===== src/rtl/fpu_pkg.sv =====
// Shared definitions for the FPU add/sub core and its operand sequencer:
// word layout, status encoding and the sequencer state encoding.
package fpu_pkg;

    localparam int WORD_W   = 32;
    localparam int SIGN_BIT = 31;
    localparam int EXP_MSB  = 30;
    localparam int EXP_LSB  = 24;
    localparam int MANT_MSB = 23;

    typedef enum logic [3:0] {
        EXACT     = 4'b0001,
        INEXACT   = 4'b0010,
        OVERFLOW  = 4'b0100,
        UNDERFLOW = 4'b1000
    } status_t;

    typedef enum logic [1:0] {
        IDLE  = 2'b00,
        ISSUE = 2'b01,
        WAIT  = 2'b10,
        HOLD  = 2'b11
    } state_t;

endpackage


===== src/rtl/fpu_op_fifo.sv =====
// Synchronous operand-pair FIFO with registered pointers and occupancy count;
// the head entry is presented combinationally on rdata.
module fpu_op_fifo
#(
    parameter int DEPTH = 4,
    parameter int WIDTH = 64
) (
    input  logic                    clock,
    input  logic                    reset,
    input  logic                    push,
    input  logic [WIDTH-1:0]        wdata,
    input  logic                    pop,
    output logic [WIDTH-1:0]        rdata,
    output logic                    full,
    output logic                    empty,
    output logic [$clog2(DEPTH):0]  count
);

    localparam int PTR_W = $clog2(DEPTH);
    localparam int CNT_W = PTR_W + 1;

    logic [WIDTH-1:0] mem_q [DEPTH];
    logic [PTR_W-1:0] wr_ptr_q;
    logic [PTR_W-1:0] wr_ptr_d;
    logic [PTR_W-1:0] rd_ptr_q;
    logic [PTR_W-1:0] rd_ptr_d;
    logic [CNT_W-1:0] count_q;
    logic [CNT_W-1:0] count_d;
    logic             do_push_s;
    logic             do_pop_s;

    // Qualify requests against occupancy and compute next pointers and count.
    always_comb begin
        do_push_s = push && (count_q != CNT_W'(DEPTH));
        do_pop_s  = pop && (count_q != CNT_W'(0));

        if (do_push_s) begin
            wr_ptr_d = wr_ptr_q + PTR_W'(1);
        end else begin
            wr_ptr_d = wr_ptr_q;
        end

        if (do_pop_s) begin
            rd_ptr_d = rd_ptr_q + PTR_W'(1);
        end else begin
            rd_ptr_d = rd_ptr_q;
        end

        case ({do_push_s, do_pop_s})
            2'b10:   count_d = count_q + CNT_W'(1);
            2'b01:   count_d = count_q - CNT_W'(1);
            default: count_d = count_q;
        endcase
    end

    // Pointer and occupancy registers.
    always_ff @(posedge clock or negedge reset) begin
        if (!reset) begin
            wr_ptr_q <= '0;
            rd_ptr_q <= '0;
            count_q  <= '0;
        end else begin
            wr_ptr_q <= wr_ptr_d;
            rd_ptr_q <= rd_ptr_d;
            count_q  <= count_d;
        end
    end

    // Entry storage; cleared on reset so a stale pair can never reach the FPU.
    always_ff @(posedge clock or negedge reset) begin
        if (!reset) begin
            for (int i = 0; i < DEPTH; i++) begin
                mem_q[i] <= '0;
            end
        end else if (do_push_s) begin
            mem_q[wr_ptr_q] <= wdata;
        end
    end

    assign rdata = mem_q[rd_ptr_q];
    assign full  = (count_q == CNT_W'(DEPTH));
    assign empty = (count_q == CNT_W'(0));
    assign count = count_q;

endmodule


===== src/rtl/fpu_op_sequencer.sv =====
// Frames transactions around the FPU add/sub core: buffers operand pairs, issues a
// start pulse, waits out the worst-case latency and returns the captured result.
module fpu_op_sequencer
    import fpu_pkg::*;
#(
    parameter int DEPTH       = 4,
    parameter int WAIT_CYCLES = 40
) (
    input  logic                    clock,
    input  logic                    reset,
    input  logic                    in_valid,
    output logic                    in_ready,
    input  logic [WORD_W-1:0]       in_op_a,
    input  logic [WORD_W-1:0]       in_op_b,
    output logic                    fpu_start,
    output logic [WORD_W-1:0]       fpu_op_a,
    output logic [WORD_W-1:0]       fpu_op_b,
    input  logic [WORD_W-1:0]       fpu_data_in,
    input  logic [3:0]              fpu_status_in,
    output logic                    out_valid,
    input  logic                    out_ready,
    output logic [WORD_W-1:0]       out_data,
    output logic [3:0]              out_status,
    output logic                    busy,
    output logic [$clog2(DEPTH):0]  fifo_count
);

    localparam int ENTRY_W = 2 * WORD_W;
    localparam int CNT_W   = $clog2(WAIT_CYCLES);
    localparam logic [CNT_W-1:0] WAIT_LOAD = CNT_W'(WAIT_CYCLES - 1);

    state_t              state_q;
    state_t              state_d;
    logic                fpu_start_q;
    logic                fpu_start_d;
    logic [WORD_W-1:0]   fpu_op_a_q;
    logic [WORD_W-1:0]   fpu_op_a_d;
    logic [WORD_W-1:0]   fpu_op_b_q;
    logic [WORD_W-1:0]   fpu_op_b_d;
    logic [CNT_W-1:0]    wait_cnt_q;
    logic [CNT_W-1:0]    wait_cnt_d;
    logic                out_valid_q;
    logic                out_valid_d;
    logic [WORD_W-1:0]   out_data_q;
    logic [WORD_W-1:0]   out_data_d;
    logic [3:0]          out_status_q;
    logic [3:0]          out_status_d;
    logic                busy_q;
    logic                busy_d;

    logic                push_s;
    logic                pop_s;
    logic                fifo_full_s;
    logic                fifo_empty_s;
    logic [ENTRY_W-1:0]  fifo_rdata_s;

    assign in_ready = !fifo_full_s;
    assign push_s   = in_valid && !fifo_full_s;

    fpu_op_fifo #(
        .DEPTH (DEPTH),
        .WIDTH (ENTRY_W)
    ) u_fifo (
        .clock (clock),
        .reset (reset),
        .push  (push_s),
        .wdata ({in_op_a, in_op_b}),
        .pop   (pop_s),
        .rdata (fifo_rdata_s),
        .full  (fifo_full_s),
        .empty (fifo_empty_s),
        .count (fifo_count)
    );

    // Next-state and next-output logic for the issue/wait/hold sequence.
    always_comb begin
        state_d      = state_q;
        fpu_start_d  = 1'b0;
        fpu_op_a_d   = fpu_op_a_q;
        fpu_op_b_d   = fpu_op_b_q;
        wait_cnt_d   = wait_cnt_q;
        out_valid_d  = out_valid_q;
        out_data_d   = out_data_q;
        out_status_d = out_status_q;
        pop_s        = 1'b0;

        case (state_q)
            IDLE: begin
                if (!fifo_empty_s) begin
                    pop_s       = 1'b1;
                    fpu_op_a_d  = fifo_rdata_s[ENTRY_W-1:WORD_W];
                    fpu_op_b_d  = fifo_rdata_s[WORD_W-1:0];
                    // Start is registered, so it is high exactly for the ISSUE cycle.
                    fpu_start_d = 1'b1;
                    state_d     = ISSUE;
                end else begin
                    state_d     = IDLE;
                end
            end
            ISSUE: begin
                wait_cnt_d = WAIT_LOAD;
                state_d    = WAIT;
            end
            WAIT: begin
                if (wait_cnt_q == CNT_W'(0)) begin
                    out_data_d   = fpu_data_in;
                    out_status_d = fpu_status_in;
                    out_valid_d  = 1'b1;
                    state_d      = HOLD;
                end else begin
                    wait_cnt_d   = wait_cnt_q - CNT_W'(1);
                    state_d      = WAIT;
                end
            end
            HOLD: begin
                if (out_ready) begin
                    out_valid_d = 1'b0;
                    state_d     = IDLE;
                end else begin
                    state_d     = HOLD;
                end
            end
            default: begin
                out_valid_d = 1'b0;
                state_d     = IDLE;
            end
        endcase

        busy_d = (state_d != IDLE);
    end

    // State and registered-output flops.
    always_ff @(posedge clock or negedge reset) begin
        if (!reset) begin
            state_q      <= IDLE;
            fpu_start_q  <= 1'b0;
            fpu_op_a_q   <= '0;
            fpu_op_b_q   <= '0;
            wait_cnt_q   <= '0;
            out_valid_q  <= 1'b0;
            out_data_q   <= '0;
            out_status_q <= 4'b0000;
            busy_q       <= 1'b0;
        end else begin
            state_q      <= state_d;
            fpu_start_q  <= fpu_start_d;
            fpu_op_a_q   <= fpu_op_a_d;
            fpu_op_b_q   <= fpu_op_b_d;
            wait_cnt_q   <= wait_cnt_d;
            out_valid_q  <= out_valid_d;
            out_data_q   <= out_data_d;
            out_status_q <= out_status_d;
            busy_q       <= busy_d;
        end
    end

    assign fpu_start  = fpu_start_q;
    assign fpu_op_a   = fpu_op_a_q;
    assign fpu_op_b   = fpu_op_b_q;
    assign out_valid  = out_valid_q;
    assign out_data   = out_data_q;
    assign out_status = out_status_q;
    assign busy       = busy_q;

endmodule


===== config.mk =====
export PLATFORM = sky130hd
export DESIGN_NAME = fpu_op_sequencer
export DESIGN_NICKNAME = d
export VERILOG_FILES = /design/src/rtl/fpu_pkg.sv /design/src/rtl/fpu_op_fifo.sv /design/src/rtl/fpu_op_sequencer.sv
export SDC_FILE = /design/constraint.sdc
export NUM_CORES = 1
export LEC_CHECK = 0
export ABC_CLOCK_PERIOD_IN_PS = 3460
export CORE_MARGIN = 2
export CORE_UTILIZATION = 54
export CTS_CLUSTER_DIAMETER = 30
export DETAILED_ROUTE_END_ITERATION = 10
export PLACE_DENSITY = 0.89
export SLEW_MARGIN = 20
export SYNTH_ARGS = -nofsm -noshare
export SYNTH_HDL_FRONTEND = slang
export SYNTH_SLANG_ARGS = --single-unit

===== constraint.sdc =====
create_clock -name clock -period 3.46 [get_ports clock]
set_input_delay 0.346 -clock clock [delete_from_list [all_inputs] [get_ports clock]]
set_output_delay 0.346 -clock clock [all_outputs]
set_load 0.01 [all_outputs]

# After elaboration in Yosys (flattened, before gate mapping)
# Index checks and enable logic that the tools add are counted.
# totals
memories,0
mem_bits_rw,0
latchBits,0
rom_bits,0
wordCells,72
regBits,374
input_bits,104
output_inout_bits,107
# classes
n_reduce_logical,17
bitwise,3
n_mul,0
add_sub_neg,5
n_div,0
eq_ne,10
magnitude_cmp,3
n_mux,18
shifts,0
# ops
cell,count
$bwmux W256,1
$mux W64,3
$bmux W64 S2,1
$demux W64 S2,1
$pmux W6 S2,1
$pmux W2 S4,1
$reduce_bool A2 Y1,4
$eq A2 B2 Y1 const B,3
$ge A3 B3 Y1 const B,2
$logic_not A6 Y1,1
$mux W1,6
$mux W6,1
$ne A2 B2 Y1 const B,3
$not A2 Y3,2
$pmux W3 S2,1
$reduce_and A2 Y1,3
$sub A6 B1 Y6 const B,1
$add A2 B1 Y2 const B,2
$eq A2 B1 Y1 const B,2
$logic_and A1 B1 Y1,4
$add A3 B1 Y3 const B,1
$eq A3 B3 Y1 const B,1
$logic_not A3 Y1,1
$lt A3 B1 Y1 const B,1
9 further kinds,9

# Longest topological paths before layout
# Gate-level depths: netlist of the first run.
# depth
word_depth,6
depth_mapped,11
mapped_depth_nobuf,9

# Cells and area by module
# Synthesis of the first run repeated with hierarchy kept, for this count alone.
# unflattened
hier_cells,1064
hier_area_um2,15982.8
# by_module_without_submodules
module,instances,seq_area_each_um2,area_each_um2,cells_each
fpu_op_fifo,1,6581.3,11539.8,654
fpu_op_sequencer,1,2777.7,4443.0,410

# Worst setup path before layout of the first run
# OpenSTA, ideal clock, no wires.
# synth_path
path_kind,register -> register
from,register state_q[1]
to,"register u_fifo.count_q[2], in the netlist u_fifo.count[2]"
slack_ps,1190
required_time_ps,3381
arrival_time_ps,2191
setup_time_ps,79
synth_period_minus_slack_ps,2270
path_buffers,2
stages_incl_launch_ff,12
cell_sequence,dfrtp_1 nor2_2 o31ai_2 inv_2 buf_2 buf_4 ha_1 inv_1 fa_1 xor2_1 nor2_1 xor2_1
# synth_between
elab_chain_len,5
word_cells_on_any_way,7
classes_between,eq/ne (2); mux (2); reduce/logical (3)
# synth_rtl
item,line,source
"start, declared",fpu_op_sequencer.sv:32,state_t state_q;
"start signal, assigned",fpu_op_sequencer.sv:145,state_q <= state_d;
$logic_not A2 Y1 *,--,
$mux W1 *,--,
via fpu_start_d,fpu_op_sequencer.sv:35,logic fpu_start_d;
$logic_and A1 B1 Y1 *,fpu_op_fifo.sv:35,do_pop_s = pop && (count_q != CNT_W'(0));
$eq A2 B1 Y1 or $eq A2 B2 Y1 (tied branches),fpu_op_fifo.sv:49,"case ({do_push_s, do_pop_s})"
$pmux W3 S2 or $reduce_bool A2 Y1 (tied branches),--,
"end signal, assigned",fpu_op_fifo.sv:65,count_q <= count_d;
"end, declared",fpu_op_fifo.sv:27,logic [CNT_W-1:0] count_q;
# The timed path passes the listed nets; every way through them passes the cells marked *.
# A chain may end at the register's enable or synchronous reset.

# Worst setup path after layout of the first run
# layout_path
from,"register u_fifo.count_q[0], in the netlist u_fifo.count[0]"
to,output in_ready
# layout_between
elab_chain_len,2
# layout_rtl
item,line,source
$eq A3 B3 Y1,fpu_op_fifo.sv:81,assign full = (count_q == CNT_W'(DEPTH));
$logic_not A1 Y1,fpu_op_sequencer.sv:57,assign in_ready = !fifo_full_s;
"end, declared",fpu_op_sequencer.sv:12,"output logic in_ready,"
# Every way passes these cells.

==> summary.txt, run 1 <==
Clock network
  – Postcts setup bufs: 0
  – H-Tree Depth: 3
  – CTS max path bufs: 3
  – Clk sinks: 374
  – CTS tree: yes
  – Clock Tree Root: clkbuf_16
  – Total CTS buffers: 74
  – Clk slew on worst S/H paths: 0.05 ns
  – Clk_lat worst skew: 0.57 ns

Placed design
  – Final Wtd Congestion: 0.759
  – HPWL Detailed: 19900 um
  – Port Buffer Count: 210
  – Placed Area: 18500 sq um

Layout
  – Area grow syn2layout: 31.4%
  – Register Area: 9370 sq um
  – # fillers: 1807
  – Final #Nets: 1290
  – Final core utilization: 71.8%
  – Layout cells sized above 1: 46.8%
  – Final Cell Area: 21200 sq um
  – Multi-input logic area: 6230 sq um

Power
  – Tot Pwr: 23.5 mW
  – Power Density: 1110 nW/um^2
  – Pleak: 9.14 nW
  – VDD IR max: 911 uV

STA
  – Rel. slew slack: 27.7%
  – Part of the cycle the worst path needs: 73.3%
  – Hold violation total from the final report: 0
  – Sum of negative setup slack: 0 ns
  – Max frequency: 394 MHz
  – Fin crit period: 2.54 ns
  – Least-Margin Pin Slew: 1.09 ns
  – Clock Skew: 0.0223 ns
  – # setup viols final: 0
  – Hold WS: 0.392 ns
  – RSZ-0062 raised after global routing: no
  – Max Slew Vio Count: 0

Synth
  – Top cells by area, synth: dfrtp_1 58%, mux2_2 20%, mux4_2 9.0%, mux2_4 5.6%, buf_6 1.3%
  – Sequential area share after synthesis: 58.1%
  – Avg Synthesized Cell Area: 17.4 sq um
  – Yosys top cell by area: dfrtp_1
  – Number of flops mapped to enable cells by yosys: 0
  – Synth warn: 0
  – Mapped Nets: 1038
  – Synth Flop Type: dfrtp_1
  – Post-synth top area share: 58.1%
  – Seq cells post-synth: 374
  – Synth unique cells: 41
  – Synthesized cell area: 16100 sq um
  – Synth Instances: 926
  – Post-synth ARST share: 100%

Routing
  – Final ANT Viol Nets: 0
  – Detailed-route via count: 9089
  – WL per Instance: 21.6 um
  – Final WL: 35100 um
  – DR DRC count: 0
  – DRT iter0 DRCs: 585
  – Via-to-Cell Ratio: 5.58
  – Drt pass-1 iters: 4

Worst setup path
  – Crit path required time: 3.11 ns
  – Crit path DAT: 2.19 ns
  – Worst path buffer plus inverter count: 1
  – R2R cell count: 5
  – Slowest CP cell: or3b_1
  – Startpoint types: flop
  – Crit-path max FO: 6
  – Worst setup path class: flop to primary output
  – Slowest stage delay, CP: 0.61 ns
  – Worst setup EP type: primary output
  – Worst path top cell family by delay: simple AND/OR/NAND/NOR gates
  – Crit-path cells: or3b_1, clkdlybuf4s50_1
  – WP depth: 2
  – Reg-to-reg slack, setup: 0.94 ns

GRT
  – Remaining global-route overflow: 0
  – Vias in the first global route: 10400
  – GRT Overall Usage: 23.4%
  – Initial antenna violation count: 2
  – First-pass GRT wire length: 56800 um
  – Pin count of the biggest net entering global routing: 113

Die
  – Core Area: 29500 sq um
  – IO Count: 211
  – Die X-Extent: 177 um
  – Initial Util: 54.6%
  – Die Span Y: 177 um
  – Die area: 31200 sq um
  – Rows: 63

Hold path
  – WHS Path Cells: 2
  – Hold Crit Class: input pin to flop

Flow run
  – Max_cap viols: 0

Outcome
  – Status: finished clean
path summary, 6_finish.rpt:
path | endpoint | start
worst max-delay path | in_ready | u_fifo.count[0]
worst max register to register | fpu_op_b[14] | state_q[1]
worst min register to register | u_fifo.mem_q[189] | u_fifo.mem_q[189]
max in group asynchronous | u_fifo.rd_ptr_q[1] | reset
min in group asynchronous | u_fifo.mem_q[220] | reset
worst min-delay path | out_status[1] | fpu_status_in[1]
logic make-up after synthesis:
group / share of synthesized area (%)
muxes: 35.3
DFF: 58.1
buffers and inverters: 3.19
and+or+nand+nor: 1.49
AOI/OAI and AO/OA: 0.886
adders and majority gates: 0.668
xor gates and xnor gates: 0.326
layer usage:
| layer | track usage [%] | part of all wire [%] | vias to the layer above |
|---|---|---|---|
| li1 | - | - | 3960 |
| met1 | 30.5 | 42 | 4803 |
| met2 | 38.7 | 50 | 264 |
| met3 | 7.22 | 6.5 | 62 |
| met4 | 5.92 | 1.5 | 0 |
| met5 | 0 | 0 | - |
per-stage QoR:
stage	instances	worst slack (ns)
after floorplan	926	1.19
after global placement	1491	1.01
after detailed placement	1491	0.953
after CTS	1627	0.899
after global routing	1627	0.800
final	1628	0.922
final cells by class:
class | count | share of cell area, %
diodes | 1 | 0.0118
clock buffers | 81 | 9.17
clock inverters | 54 | 3.55
inverters | 9 | 0.166
multi-input cells | 490 | 29.5
flip-flops and latches | 374 | 44.3
well taps | 390 | 2.31
repair buffers | 229 | 11.1
worst reg2reg max path, cell delays in order, from the launching register on:
cell and delay (ns):
dfrtp_1 0.55, nor2_2 0.34, o31ai_2 0.18, clkinv_2 0.08, buf_4 0.77, mux2_2 0.48
flip-flops by register name (all words and copies together), names as in the netlist:
signal,flops
fpu_start,1
u_fifo.rd_ptr_q,2
fpu_op_b,32
u_fifo.count,3
out_status,4
wait_cnt_q,6
out_data,32
u_fifo.wr_ptr_q,2
state_q,2
fpu_op_a,32
u_fifo.mem_q,256
busy,1
out_valid,1
synth_stat cells (2+ instances only):
| master | instances |
|---|---|
| mux4_2 | 64 |
| buf_12 | 6 |
| nor2_1 | 8 |
| clkbuf_1 | 8 |
| a21oi_1 | 2 |
| nand2_1 | 10 |
| nor3_1 | 2 |
| o21ai_0 | 4 |
| mux2_2 | 291 |
| nand3b_1 | 2 |
| nand3_1 | 2 |
| mux2_1 | 6 |
| o211ai_1 | 2 |
| mux2_4 | 60 |
| or3_1 | 2 |
| dfrtp_1 | 374 |
| buf_2 | 14 |
| buf_6 | 19 |
| inv_1 | 8 |
| buf_4 | 6 |
| ha_1 | 7 |
| xnor2_1 | 3 |
| nand3_4 | 4 |
| a211o_1 | 2 |
| xor2_1 | 3 |
| a311oi_1 | 2 |
repair_timing:
| item | in CTS | in global routing |
|---|---|---|
| hold buffers | 1 | 0 |
| endpoints found under the setup margin | 0 | 0 |
| gates resized for setup | 0 | 0 |
| endpoints found under the hold margin | 105 | 0 |
cells in the final DEF (no fill, tap or decap), types with 9 or more instances in the layout:
| cell type | instances |
|---|---|
| mux2_4 | 60 |
| bufinv_16 | 12 |
| clkinvlp_4 | 11 |
| mux2_2 | 291 |
| clkinv_2 | 9 |
| buf_4 | 11 |
| mux4_2 | 64 |
| clkinv_4 | 10 |
| clkdlybuf4s50_1 | 209 |
| nand2_1 | 10 |
| dfrtp_1 | 372 |
| clkbuf_16 | 75 |
power by group:
group	switching, mW	leakage, nW	internal [mW]
Sequential	1.55	4.43	6.65
Combinational	2.76	3.42	5.00
Clock	2.49	1.28	5.02
Power figures use the tool's default switching activity.
==> inputs of run 2 (changes only) <==
Settings changed: ABC_CLOCK_PERIOD_IN_PS 3460 to 2500.
Clock period 3.46 ns to 2.5 ns, I/O delays scaled along.
==> run 2 against run 1 <==
  * First-iteration DRC count shrank 6.0%
  * Clock power grew 41%
  * Setup slack lost 0.81 ns
  * Global-route usage grew 1.0 points
  * Die area is the same
  * Clock skew grew 0.0040 ns
  * Power grew 41%
  * Core utilization grew 0.92 points
  * Sequential power grew 37%
  * Count of clock-buffer cells in the layout grew 19
  * Critical endpoint unchanged
  * Largest cell class unchanged
  * Largest power group unchanged
==> summary.txt, run 2 (same netlist as run 1, synthesis figures left out) <==
Power
  – Pleak: 9.31 nW
  – VDD IR max: 894 uV
  – Power Density: 1540 nW/um^2

Layout
  – Largest register FFs: 256
  – Area grow syn2layout: 33.1%
  – # fillers: 1735
  – Commonest non-fill, non-tap cell in the layout: dfrtp_1
  – Largest Register: u_fifo.mem_q
  – Register Area: 9370 sq um
  – Final Cell Area: 21400 sq um
  – Final core utilization: 72.7%
  – Most frequent cells in the layout: 372 x dfrtp_1, 291 x mux2_2, 209 x clkdlybuf4s50_1
  – Multi-input logic area: 6230 sq um
  – Finished Layout Cells: 1646
  – Final #Nets: 1306
  – Layout cells sized above 1: 47.1%

STA
  – RSZ-0062 raised after global routing: no
  – Hold WS: 0.205 ns
  – Clock Skew: 0.0263 ns
  – Least-Margin Pin Slew: 0.488 ns
  – Part of the cycle the worst path needs: 95.7%
  – Fin crit period: 2.39 ns
  – Max Slew Vio Count: 0
  – Rel. slew slack: 66.7%
  – Hold violation total from the final report: 0
  – # setup viols final: 0
  – Sum of negative setup slack: 0 ns
  – Max frequency: 418 MHz

Placed design
  – Placed insts: 1501
  – Placed Area: 18700 sq um
  – HPWL Detailed: 20500 um
  – Final Wtd Congestion: 0.745
  – Port Buffer Count: 210

GRT
  – Vias in the first global route: 10800
  – Initial antenna violation count: 1
  – Remaining global-route overflow: 0
  – Pin count of the biggest net entering global routing: 94
  – First-pass GRT wire length: 59000 um
  – GRT Overall Usage: 24.4%

Routing
  – Detailed-route via count: 9317
  – Final ANT Viol Nets: 0
  – DRT iter0 DRCs: 550
  – Final WL: 36700 um
  – DR DRC count: 0
  – WL per Instance: 22.3 um
  – Via-to-Cell Ratio: 5.66
  – Drt pass-1 iters: 4

Worst setup path
  – Crit path DAT: 2.14 ns
  – Crit path required time: 2.25 ns
  – Worst setup path class: flop to primary output
  – Startpoint types: flop
  – Worst setup EP type: primary output
  – Crit-path max FO: 5

Die
  – Rows: 63
  – Die Span Y: 177 um
  – IO Count: 211
  – Core Area: 29500 sq um
  – Initial Util: 54.6%
  – Die area: 31200 sq um
  – Die X-Extent: 177 um

Clock network
  – CTS tree: yes
  – Clock Tree Root: clkbuf_16
  – Total CTS buffers: 80
  – H-Tree Depth: 3
  – CTS max path bufs: 3
  – Clk slew on worst S/H paths: 0.05 ns
  – Clk_lat worst skew: 0.56 ns
  – Clk sinks: 374
  – Number of gates resized after CTS: 0

Hold path
  – Hold Crit Class: input pin to asynchronous set/reset pin

Outcome
  – Status: finished clean

Flow run
  – Max_cap viols: 0
-- run 2: where the power goes --
group / leakage (nW) / switching, mW / total [mW] / internal, mW
clock network: 1.35 / 3.41 / 10.6 / 7.22
registers: 4.43 / 1.95 / 11.2 / 9.21
logic: 3.52 / 4.11 / 11.2 / 7.08
-- run 2: worst max-delay path, cell delays in order, from the launching register on --
cell and delay [ns]:
dfrtp_1 0.48, or3b_1 0.41, buf_4 0.19, clkdlybuf4s50_1 0.50
-- run 2: metrics by stage --
stage / power (mW) / setup slack [ns]
floorplan: 18.2 / 0.230
global placement: 21.5 / 0.410
detailed placement: 22.1 / 0.285
CTS: 33.3 / 0.0984
global route: 34.6 / 0.0553
finish: 33.0 / 0.109
-- run 2: timing repair --
action | CTS | global route
endpoints found under the hold margin | 72 | 0
buffers inserted | 0 | 0
hold buffers | 1 | 0
-- run 2: worst paths after layout --
kind / cells after the start / startpoint / end / slack [ns]
setup / recovery: 3 / u_fifo.count[2] / in_ready / 0.11
hold / removal: 2 / reset / u_fifo.mem_q[28] / 0.20
setup reg to reg: 8 / u_fifo.count[2] / u_fifo.count[2] / 0.25
min in group clock: 2 / fpu_data_in[11] / out_data[11] / 0.29
hold reg to reg: 1 / u_fifo.mem_q[190] / u_fifo.mem_q[190] / 0.49
max in group asynchronous: 3 / reset / out_data[18] / 1.45
-- run 2: metal layers --
metal	share of wire, %	vias up	track usage, %
met5	0	-	0
met4	2.4	0	8.85
met3	5.6	72	5.52
met2	50	299	40.5
met1	42	4960	31.9
li1	-	3986	-
-- run 2: layout make-up --
type                            instances  area share [%]
Multi-Input combinational cell        490            29.1
Inverter                                9           0.163
Antenna cell                            1          0.0117
Tap cell                              390            2.28
Timing Repair Buffer                  239            11.9
Clock buffer                          100            10.4
Clock inverter                         43            2.53
Sequential cell                       374            43.7
==> inputs of run 3 (changes only) <==
Settings changed: CELL_PAD_IN_SITES_DETAIL_PLACEMENT set to 2, CELL_PAD_IN_SITES_GLOBAL_PLACEMENT set to 2, CORE_ASPECT_RATIO set to 1.5, CORE_UTILIZATION 54 to 41, GPL_TIMING_DRIVEN set to 0, PLACE_DENSITY 0.89 to 0.91.
==> run 3 against run 2 <==
  * Fmax shrank 3.4%
  * Setup slack got worse by 0.083 ns
  * Final area grew 1.3%
  * Combinational power up 9.8%
  * Largest cell class unchanged
  * Flip-flop and latch count unchanged
  * Power increased by 4.1%
  * Register-to-register slack lost 0.22 ns
  * Sequential power is essentially flat
  * Clock skew increased by 0.0076 ns
  * First-iteration DRC count shrank 29%
==> summary.txt, run 3 (same netlist as run 1, synthesis figures left out) <==
Outcome
  – Status: finished clean

Flow run
  – Max_cap viols: 0

STA
  – Clock Skew: 0.0340 ns
  – Max frequency: 404 MHz
  – Fin crit period: 2.47 ns
  – Least-Margin Pin Slew: 0.820 ns
  – Max Slew Vio Count: 0
  – Hold violation total from the final report: 0
  – Sum of negative setup slack: 0 ns
  – Rel. slew slack: 45.3%
  – Min setup slack post-route: 0.0251 ns
  – Hold WS: 0.117 ns
  – # setup viols final: 0
  – Part of the cycle the worst path needs: 99.0%

Layout
  – Layout cells sized above 1: 48.3%
  – Commonest non-fill, non-tap cell in the layout: dfrtp_1
  – Final #Nets: 1334
  – Most frequent cells in the layout: 370 x dfrtp_1, 291 x mux2_2, 208 x clkdlybuf4s50_1
  – Area grow syn2layout: 34.8%
  – Largest register FFs: 256
  – Final core utilization: 56.2%
  – Largest Register: u_fifo.mem_q
  – # fillers: 3262

Routing
  – Detailed-route via count: 9566
  – Via-to-Cell Ratio: 5.36
  – Drt pass-1 iters: 4
  – Final ANT Viol Nets: 0
  – Final WL: 50800 um
  – DRT iter0 DRCs: 390
  – DR DRC count: 0
  – WL per Instance: 28.5 um

Worst setup path
  – Slowest CP cell: dfrtp_2
  – Reg-to-reg slack, setup: 0.03 ns
  – Crit path DAT: 2.96 ns
  – Crit path required time: 2.98 ns
  – Crit-path cells: buf_4, o31ai_4, bufinv_8, ha_2, inv_1, fa_1, o21ai_0
  – Slowest stage delay, CP: 0.44 ns
  – Crit-path max FO: 11
  – Crit path launch: u_fifo.count[0]
  – Worst setup path class: flop to flop
  – Worst reg2reg endpoint: u_fifo.count[1]
  – R2R cell count: 7
  – R2r startpoint: u_fifo.count[0]
  – Worst setup EP type: flop
  – Startpoint types: flop

Placed design
  – Worst slack, placed: -0.474 ns
  – Final Wtd Congestion: 0.749
  – Port Buffer Count: 209
  – HPWL Detailed: 28800 um

GRT
  – First-pass GRT wire length: 77200 um
  – GRT Overall Usage: 25.1%
  – Initial antenna violation count: 6
  – Pin count of the biggest net entering global routing: 98
  – Met1 Track Usage GR: 26.7%
  – Remaining global-route overflow: 0
  – Grt met3 use: 5.39%
  – GRT met2 Usage: 47.9%
  – Gr busiest metal: met2
  – Vias in the first global route: 11900

Die
  – Initial Util: 41.7%
  – IO Count: 211
  – Die area: 40900 sq um
  – Core Area: 38600 sq um
  – Die X-Extent: 166 um
  – Rows: 88
  – Die Span Y: 247 um

Hold path
  – Hold Crit Class: input pin to flop
  – Worst Hold Endpoint: u_fifo.wr_ptr_q[0]
  – WHS Path Cells: 3
  – Worst hold start: in_valid

Power
  – P_sw: 10.9 mW
  – Clk pwr share: 30.9%
  – Reg power frac: 33.2%
  – VDD IR max: 844 uV
  – Pleak: 9.37 nW
  – Power Internal: 23.5 mW
  – Power Density: 1580 nW/um^2
  – Logic gate share of total power: 35.9%
  – Sw Share: 31.7%
  – Tot Pwr: 34.3 mW

Clock network
  – Clk_lat worst skew: 0.60 ns
  – Clk slew on worst S/H paths: 0.06 ns
  – Total CTS buffers: 74
  – Clk sinks: 374
  – Clock Tree Root: clkbuf_16
  – CTS max path bufs: 3
  – H-Tree Depth: 3
  – CTS tree: yes
==> run 3: stage by stage <==
step / std cells / cell area, sq um
finish: 1784 / 21700
global route: 1781 / 21700
CTS: 1772 / 21600
detailed placement: 1634 / 18900
global placement: 1630 / 18800
floorplan: 926 / 16100
==> run 3: layer usage <==
layer  routed length, um  part of all wire [%]
met3                2330                   4.6
met2               29100                    57
met1               17900                    35
met5                  27                 0.053
met4                1480                   2.9
==> run 3: what timing repair did <==
item,in CTS,in global routing
gates resized for setup,7,3
gates cloned,1,0
setup endpoints to repair,2,1
buffers inserted,0,7
pin swaps,1,1
endpoints found under the hold margin,62,0
hold buffers,1,0
==> run 3: power by group through the flow <==
| stage | combinational [mW] | sequential, mW | clock [mW] |
|---|---|---|---|
| 3_5_place_dp | 11.8 | 11.1 | 0 |
| 6_report | 12.3 | 11.4 | 10.6 |
| 3_3_place_gp | 11.2 | 10.8 | 0 |
| 5_1_grt | 13.2 | 11.7 | 11.1 |
| 2_1_floorplan | 7.45 | 10.8 | 0 |
| 4_1_cts | 12.4 | 11.4 | 10.8 |
==> run 3: area by class of cell <==
class | count | area (sq um) | share of cell area [%]
inverter | 9 | 47.5 | 0.219
multi-input combinational | 490 | 6250 | 28.8
clock inverter | 52 | 671 | 3.09
timing repair inverter | 1 | 6.26 | 0.0288
antenna | 5 | 12.5 | 0.0576
tap | 495 | 619 | 2.85
clock buffer | 86 | 2000 | 9.21
sequential | 374 | 9360 | 43.1
buffer | 51 | 467 | 2.15
timing repair buffer | 221 | 2270 | 10.5
==> run 3: worst max path at each step <==
stage                           end  cells past startpoint  slack [ns]
detailed placement  u_fifo.count[2]                     11       -0.47
global route        u_fifo.count[1]                      7       -0.07
finish              u_fifo.count[1]                      7        0.03
floorplan           u_fifo.count[2]                     11        0.23
global placement        fpu_op_a[3]                      1      -15.16
CTS                 u_fifo.count[2]                      9        0.01
==> run 3: worst max-delay path, delay by kind of cell, from the launching register on <==
kind | cells | cell delay (ns)
buffers and inverters | 3 | 0.55
AOI/OAI and AO/OA | 2 | 0.72
adders and majority gates | 2 | 0.63
DFF | 1 | 0.44
